==> src/rtl/serdes_pkg.sv <==
// Shared types and sizing for the serial byte collector.
// Frame length depends on the SBC_PARITY_EN macro: 9 bits when it is defined, 8 bits otherwise.
package serdes_pkg;

  localparam int DATA_W = 8;
  localparam int CNT_W  = 4;

`ifdef SBC_PARITY_EN
  localparam int FRAME_LEN = DATA_W + 1;
`else
  localparam int FRAME_LEN = DATA_W;
`endif

  typedef enum logic [1:0] {
    IDLE,
    SHIFT,
    HOLD
  } state_e;

endpackage

==> src/rtl/serial_byte_collector_shift_reg8.sv <==
// 8-bit shift register with selectable direction. It exposes only its next value,
// so the parent can capture a byte on the same edge that shifts in the final bit.
module shift_reg8
  import serdes_pkg::*;
(
  input  logic              clk,
  input  logic              R,
  input  logic              en_i,
  input  logic              lsb_first_i,
  input  logic              din_i,
  output logic [DATA_W-1:0] data_d_o
);

  logic [DATA_W-1:0] data_q;

  // LSB-first shifts right, so the earliest bit ends up in bit 0.
  always_comb begin
    data_d_o = data_q;
    if (en_i) begin
      data_d_o = lsb_first_i ? {din_i, data_q[DATA_W-1:1]}
                             : {data_q[DATA_W-2:0], din_i};
    end
  end

  // NOTE: sequential state uses non-blocking assignments so every flop samples pre-edge values.
  always_ff @(posedge clk or posedge R) begin
    if (R) data_q <= '0;
    else   data_q <= data_d_o;
  end

endmodule

==> src/rtl/serial_byte_collector.sv <==
// Collects serial bits into a byte and holds it until downstream accepts it.
// Defining SBC_PARITY_EN adds a trailing even-parity bit and drives par_err.
module serial_byte_collector
  import serdes_pkg::*;
#(
  parameter bit LSB_FIRST = 1'b1
) (
  input  logic              clk,
  input  logic              R,
  input  logic              sin,
  input  logic              sin_valid,
  input  logic              po_ready,
  output logic [DATA_W-1:0] PO,
  output logic              po_valid,
  output logic              busy,
  output logic              par_err
);

  state_e            state_q, state_d;
  logic [CNT_W-1:0]  cnt_q, cnt_d;
  logic [DATA_W-1:0] po_q, po_d;
  logic [DATA_W-1:0] sr_d;
  logic              accept;
  logic              last_bit;
  logic              shift_en;

  assign accept   = sin_valid && (state_q != HOLD);
  assign last_bit = (cnt_q == CNT_W'(FRAME_LEN - 1));
  // The parity bit is never shifted in; the data register only takes the first byte's worth.
  assign shift_en = accept && (cnt_q < CNT_W'(DATA_W));

  shift_reg8 u_shift_reg8 (
    .clk         (clk),
    .R           (R),
    .en_i        (shift_en),
    .lsb_first_i (LSB_FIRST),
    .din_i       (sin),
    .data_d_o    (sr_d)
  );

`ifdef SBC_PARITY_EN
  logic par_err_q, par_err_d;
`endif

  // NOTE: every output of this block gets a default first, so no latch is inferred.
  always_comb begin
    state_d = state_q;
    cnt_d   = cnt_q;
    po_d    = po_q;
`ifdef SBC_PARITY_EN
    par_err_d = par_err_q;
`endif
    case (state_q)
      IDLE, SHIFT: begin
        if (accept) begin
          if (last_bit) begin
            state_d = HOLD;
            cnt_d   = '0;
            po_d    = sr_d;
`ifdef SBC_PARITY_EN
            par_err_d = (^sr_d) ^ sin;
`endif
          end else begin
            state_d = SHIFT;
            cnt_d   = cnt_q + CNT_W'(1);
          end
        end
      end
      HOLD: begin
        if (po_ready) begin
          state_d = IDLE;
`ifdef SBC_PARITY_EN
          par_err_d = 1'b0;
`endif
        end
      end
      default: state_d = IDLE;
    endcase
  end

  always_ff @(posedge clk or posedge R) begin
    if (R) begin
      state_q <= IDLE;
      cnt_q   <= '0;
      po_q    <= '0;
    end else begin
      state_q <= state_d;
      cnt_q   <= cnt_d;
      po_q    <= po_d;
    end
  end

`ifdef SBC_PARITY_EN
  always_ff @(posedge clk or posedge R) begin
    if (R) par_err_q <= 1'b0;
    else   par_err_q <= par_err_d;
  end
  assign par_err = par_err_q;
`else
  assign par_err = 1'b0;
`endif

  assign PO       = po_q;
  assign po_valid = (state_q == HOLD);
  assign busy     = (state_q == HOLD);

endmodule

==> config.mk <==
export PLATFORM = sky130hd
export DESIGN_NAME = serial_byte_collector
export DESIGN_NICKNAME = d
export VERILOG_FILES = /design/src/rtl/serdes_pkg.sv /design/src/rtl/serial_byte_collector_shift_reg8.sv /design/src/rtl/serial_byte_collector.sv
export SDC_FILE = /design/constraint.sdc
export NUM_CORES = 1
export LEC_CHECK = 0
export BUFFER_PORTS_ARGS = -buffer_cell sky130_fd_sc_hd__buf_2
export CAP_MARGIN = 0
export CELL_PAD_IN_SITES_DETAIL_PLACEMENT = 1
export CELL_PAD_IN_SITES_GLOBAL_PLACEMENT = 2
export CORE_UTILIZATION = 30
export DETAILED_ROUTE_END_ITERATION = 10
export GPL_ROUTABILITY_DRIVEN = 0
export PLACE_DENSITY = 0.73
export SETUP_SLACK_MARGIN = 0.05
export SLEW_MARGIN = 20
export SYNTH_ARGS = -nofsm -noshare
export SYNTH_HDL_FRONTEND = slang
export SYNTH_SLANG_ARGS = --single-unit
==> constraint.sdc <==
create_clock -name clk -period 1.3 [get_ports clk]
set_input_delay 0.195 -clock clk [delete_from_list [all_inputs] [get_ports clk]]
set_output_delay 0.195 -clock clk [all_outputs]
set_load 0.01 [all_outputs]
## After elaboration in Yosys (flattened, before gate mapping)

Index checks and enable logic that the tools add are counted.

- Register bits: 22
- Input port bits: 5
- Output and inout bits: 11
- Word-level logic and storage cells: 25

- Add/sub/neg operators: 1
- Magnitude comparators: 1
- Equal/unequal tests: 6
- Muxes and demuxes: 6
- Reduce and logical (&&, ||, !) cells: 7

Operators by type and width:

| kind | count |
|---|---|
| 8-bit two-way mux | 1 |
| 2-bit two-way mux | 3 |
| 2-bit inequality test, second input constant | 3 |
| 4-bit by 1-bit adder with 4-bit output, second input constant | 1 |
| 4-bit by 3-bit equality test with 1-bit output, second input constant | 1 |
| 4-bit less-than comparator, second input constant | 1 |
| 4-bit two-way mux | 1 |
| 2-bit case mux with 2 select lines | 1 |
| 2-bit AND reduction | 2 |
| 3-bit AND reduction | 1 |
| 2-bit by 1-bit equality test with 1-bit output, second input constant | 1 |
| 2-bit equality test, second input constant | 1 |
| 1-bit logical AND | 2 |
| 2-bit zero test | 1 |
| 2-bit OR reduction | 1 |

## Logic depth before layout (Yosys ltp)

- Depth in word-level cells: 4
- Depth in mapped cells: 5
- Mapped depth without buffers: 4

## Modules after synthesis

Synthesis repeated with hierarchy kept, for this count alone.

- Cells, all modules: 84
- Area, all modules: 1011.0 µm²

Modules (own cells, without submodules):

| module | times used | cells each | area an instance (µm²) | seq. area each (µm²) |
|---|---|---|---|---|
| serial_byte_collector | 1 | 48 | 624.3 | 350.3 |
| shift_reg8 | 1 | 36 | 386.6 | 200.2 |

## Worst setup path before layout

Ideal clock, no wire load.

- Path type: reg-to-reg
- Start: reg cnt_q[0]
- End: reg state_q[1]
- Library setup time: 0.124 ns
- Arrival time: 1.162 ns
- Required time: 1.176 ns
- Setup slack: 0.014 ns
- Cell stages (with the launch flop): 6
- Buffers on the path: 1
- Period minus slack after synthesis: 1.286 ns
- Cells stage by stage: dfrtp_1 -> ha_1 -> and3b_1 -> and2_1 -> buf_6 -> o21bai_1

- Cells in the longest elaborated chain, start to end: 4

RTL lines:

| what | line | RTL |
|---|---|---|
| start: declaration | serial_byte_collector.sv:20 | `logic [CNT_W-1:0] cnt_q, cnt_d;` |
| start signal: assignment | serial_byte_collector.sv:88 | `cnt_q <= cnt_d;` |
| 4-bit by 3-bit equality test with 1-bit output | serial_byte_collector.sv:28 | `assign last_bit = (cnt_q == CNT_W'(FRAME_LEN - 1));` |
| 2-bit two-way mux | serial_byte_collector.sv:56 | `if (last_bit) begin` |
| 2-bit two-way mux | serial_byte_collector.sv:55 | `if (accept) begin` |
| 2-bit case mux with 2 select lines | serial_byte_collector.sv:53 | `case (state_q)` |
| end signal: assignment | serial_byte_collector.sv:87 | `state_q <= state_d;` |
| end: declaration | serial_byte_collector.sv:19 | `state_e state_q, state_d;` |

Every way passes these cells. The select of a mux whose other input is x is not followed.
A chain may end at the register's enable or synchronous reset.

## Worst setup path after layout

- Start: reg state_q[0]
- End: out busy

- Cells in the longest elaborated chain, start to end: 1

RTL lines:

| what | line | RTL |
|---|---|---|
| 2-bit equality test | serial_byte_collector.sv:105 | `assign busy = (state_q == HOLD);` |
| end: declaration | serial_byte_collector.sv:15 | `output logic busy,` |

Every way passes these cells.

==> flow_metrics.py <==
metrics = {
    "status": {
        "outcome": "finished, final reports clean",
    },
    "critical_path": {
        "arrival_ps": 1050,
        "slowest_delay_ps": 400,
        "path_cells": "nand2b_4, inv_4, buf_6",
        "critical_path_class": "flop to output port",
        "cp_top_family": "flip-flops",
        "reg2reg_to": "PO[2]",
        "rrSetupSlack_ps": 50,
        "crit_fanout": 4,
        "cp-start-kind": "flop",
        "cp-startpoint": "state_q[0]",
        "r2r-start": "cnt_q[1]",
        "critPathBufInv": 2,
        "r2r_cells": 5,
        "slowest_stage": "dfrtp_1",
        "required_ps": 1110,
        "end_kind": "output port",
    },
    "clocking": {
        "cts_tree": "built",
        "cts_max_level": 1,
        "clk_latency_ps": 310,
        "cts_buffers": 3,
        "ctsRootBufferMaster": "clkbuf_4",
        "cts_sinks": 22,
        "clk_pin_slew_ps": 120,
        "cts_buffer_depth": 2,
    },
    "die": {
        "coreArea_mm2": 0.00303,
        "num_rows": 20,
        "dieArea_mm2": 0.00342,
        "die_w_um": 58.5,
        "start_util": 0.316,
        "die_y_um": 58.5,
        "ioPinCount": 16,
    },
    "yosys": {
        "yosys_warnings": 0,
        "async_reset_ff_frac": 1.00,
        "synth_edf_count": 0,
        "avgSynthCellArea_um2": 10.2,
        "ys.flop_type": "dfrtp_1",
        "synth_area_leaders": "dfrtp_1 58%, a31oi_1 5.2%, nand3_1 4.7%",
        "synth-seq-cells": 22,
        "synth_top_area_frac": 0.575,
        "syn_inst": 94,
        "synth_nets": 100,
        "synthesis.area_um2": 957,
        "synth_top_area_cell": "dfrtp_1",
        "ys_seq_area_frac": 0.575,
        "yosys.cell_types.count": 27,
    },
    "pwr": {
        "ir_drop_v": 0.000974,
        "power_density_mw_per_mm2": 2070,
        "p_leak_uw": 0.000592,
        "power_uw": 2590,
    },
    "route": {
        "dr.pass1.iters": 4,
        "first_iter_violations": 7,
        "num_vias": 783,
        "drcViolationCount": 0,
        "routed_wl_mm": 2.36,
        "viasPerCell": 4.83,
        "ant_nets": 0,
        "wl_per_cell_um": 14.6,
    },
    "worst_hold_path": {
        "worstHoldPathCells": 2,
        "hold_class": "input port to flop",
        "min_to": "state_q[1]",
        "hold_start": "po_ready",
    },
    "grt": {
        "grt_start_max_net_pins": 23,
        "grt_use_total": 0.156,
        "global_route.overflow_total": 0,
        "grt_pass1_vias": 786,
        "grt_pass1_wl_mm": 3.88,
        "antenna_found_initial": 0,
    },
    "sta": {
        "period_share": 0.961,
        "hold_viol_final": 0,
        "max_freq_mhz": 801,
        "fin_ws_ps": 51.2,
        "setup_viol": 0,
        "fin_crit_ps": 1250,
        "skew_ps": 1.53,
        "rsz0062_at_grt": "yes",
        "slew_viol_final": 0,
    },
    "place": {
        "place_ws_ps": -119,
        "buffer_ports.inserted": 14,
        "hpwlAfterDp_mm": 1.55,
    },
    "layout": {
        "n_antenna_cell": 0,
        "drive_gt1_frac": 0.415,
        "mostFrequentLayoutCells": "21 x dfrtp_1, 12 x nand2_1, 12 x buf_2, 11 x buf_4",
        "num-nets-final": 125,
        "syn2layout_area_growth_pct": 30.5,
        "final_common_cell": "dfrtp_1",
    },
    "flow_run": {
        "cap_violations": 0,
    },
}
==> sequential cells by signal, summed over array words and instances, names as in the netlist <==
name	flops
PO	8
state_q	2
u_shift_reg8.data_q	8
cnt_q	4
==> logic make-up (layout without fill, tap and decap cells) <==
group	Yosys count	count (layout)	share of synthesized area
adders and majority gates	1	1	0.0131
AOI/OAI and AO/OA	29	29	0.175
and+or+nand+nor	31	31	0.162
xor gates and xnor gates	1	1	0.00915
buffers and inverters	9	33	0.0614
other	1	1	0.00392
DFF	22	22	0.575
==> worst max-delay path by stage <==
| stage | end | slack (ps) | cells past startpoint |
|---|---|---|---|
| 5_1_grt | po_valid | 0.4 | 3 |
| 2_1_floorplan | state_q[1] | 70 | 5 |
| 3_3_place_gp | PO[7] | -50 | 4 |
| 3_5_place_dp | PO[6] | -120 | 4 |
| 6_report | busy | 50 | 3 |
| 4_1_cts | po_valid | 30 | 3 |
==> synth_stat cells (all sizes together) (2+ instances only) <==
library cell / instances
a31oi: 8
a21oi: 9
inv: 2
o21ai: 9
nand2b: 3
dfrtp: 22
nand3: 9
buf: 7
nand2: 12
==> through the flow <==
| step | hold WS (ps) | std cells | setup TNS, ps | util | cell area (µm²) |
|---|---|---|---|---|---|
| final | 62.5 | 162 | 0 | 0.412 | 1250 |
| after global routing | 73.9 | 162 | 0 | 0.412 | 1250 |
| after CTS | 64.4 | 161 | 0 | 0.391 | 1180 |
| after detailed placement | 257 | 153 | -925 | 0.361 | 1090 |
| after global placement | 247 | 153 | -421 | 0.361 | 1090 |
| after floorplan | 184 | 94 | 0 | - | 960 |
==> layout make-up <==
cell class              count  area, µm²
multi-input cells          63        409
flip-flops and latches     22        552
inverters                   2       10.0
well taps                  44       55.1
repair buffers             27        186
fillers                   355       1780
clock buffers               4       36.3
==> routing by layer <==
layer	vias up	global-route usage	routed length, µm
li1	373	-	-
met1	393	0.200	1110
met2	15	0.261	1140
met3	2	0.0505	96
met4	0	0.0306	17
met5	-	0	0
==> power by group <==
part           total [µW]  leakage (µW)  switching [µW]  internal, µW
Combinational         998      0.000303             517           481
Sequential           1200      0.000268             205          1000
Clock                 385     0.0000210             214           171
Total                2590      0.000592             936          1650
==> repair_timing <==
action	4_1_cts	5_1_grt
gates resized for setup	6	20
hold buffers	1	0
buffers inserted	3	1
pin swaps	0	1
endpoints found under the hold margin	22	0
endpoints found under the setup margin	12	22
No activity file was read; power rests on OpenSTA's default activity.
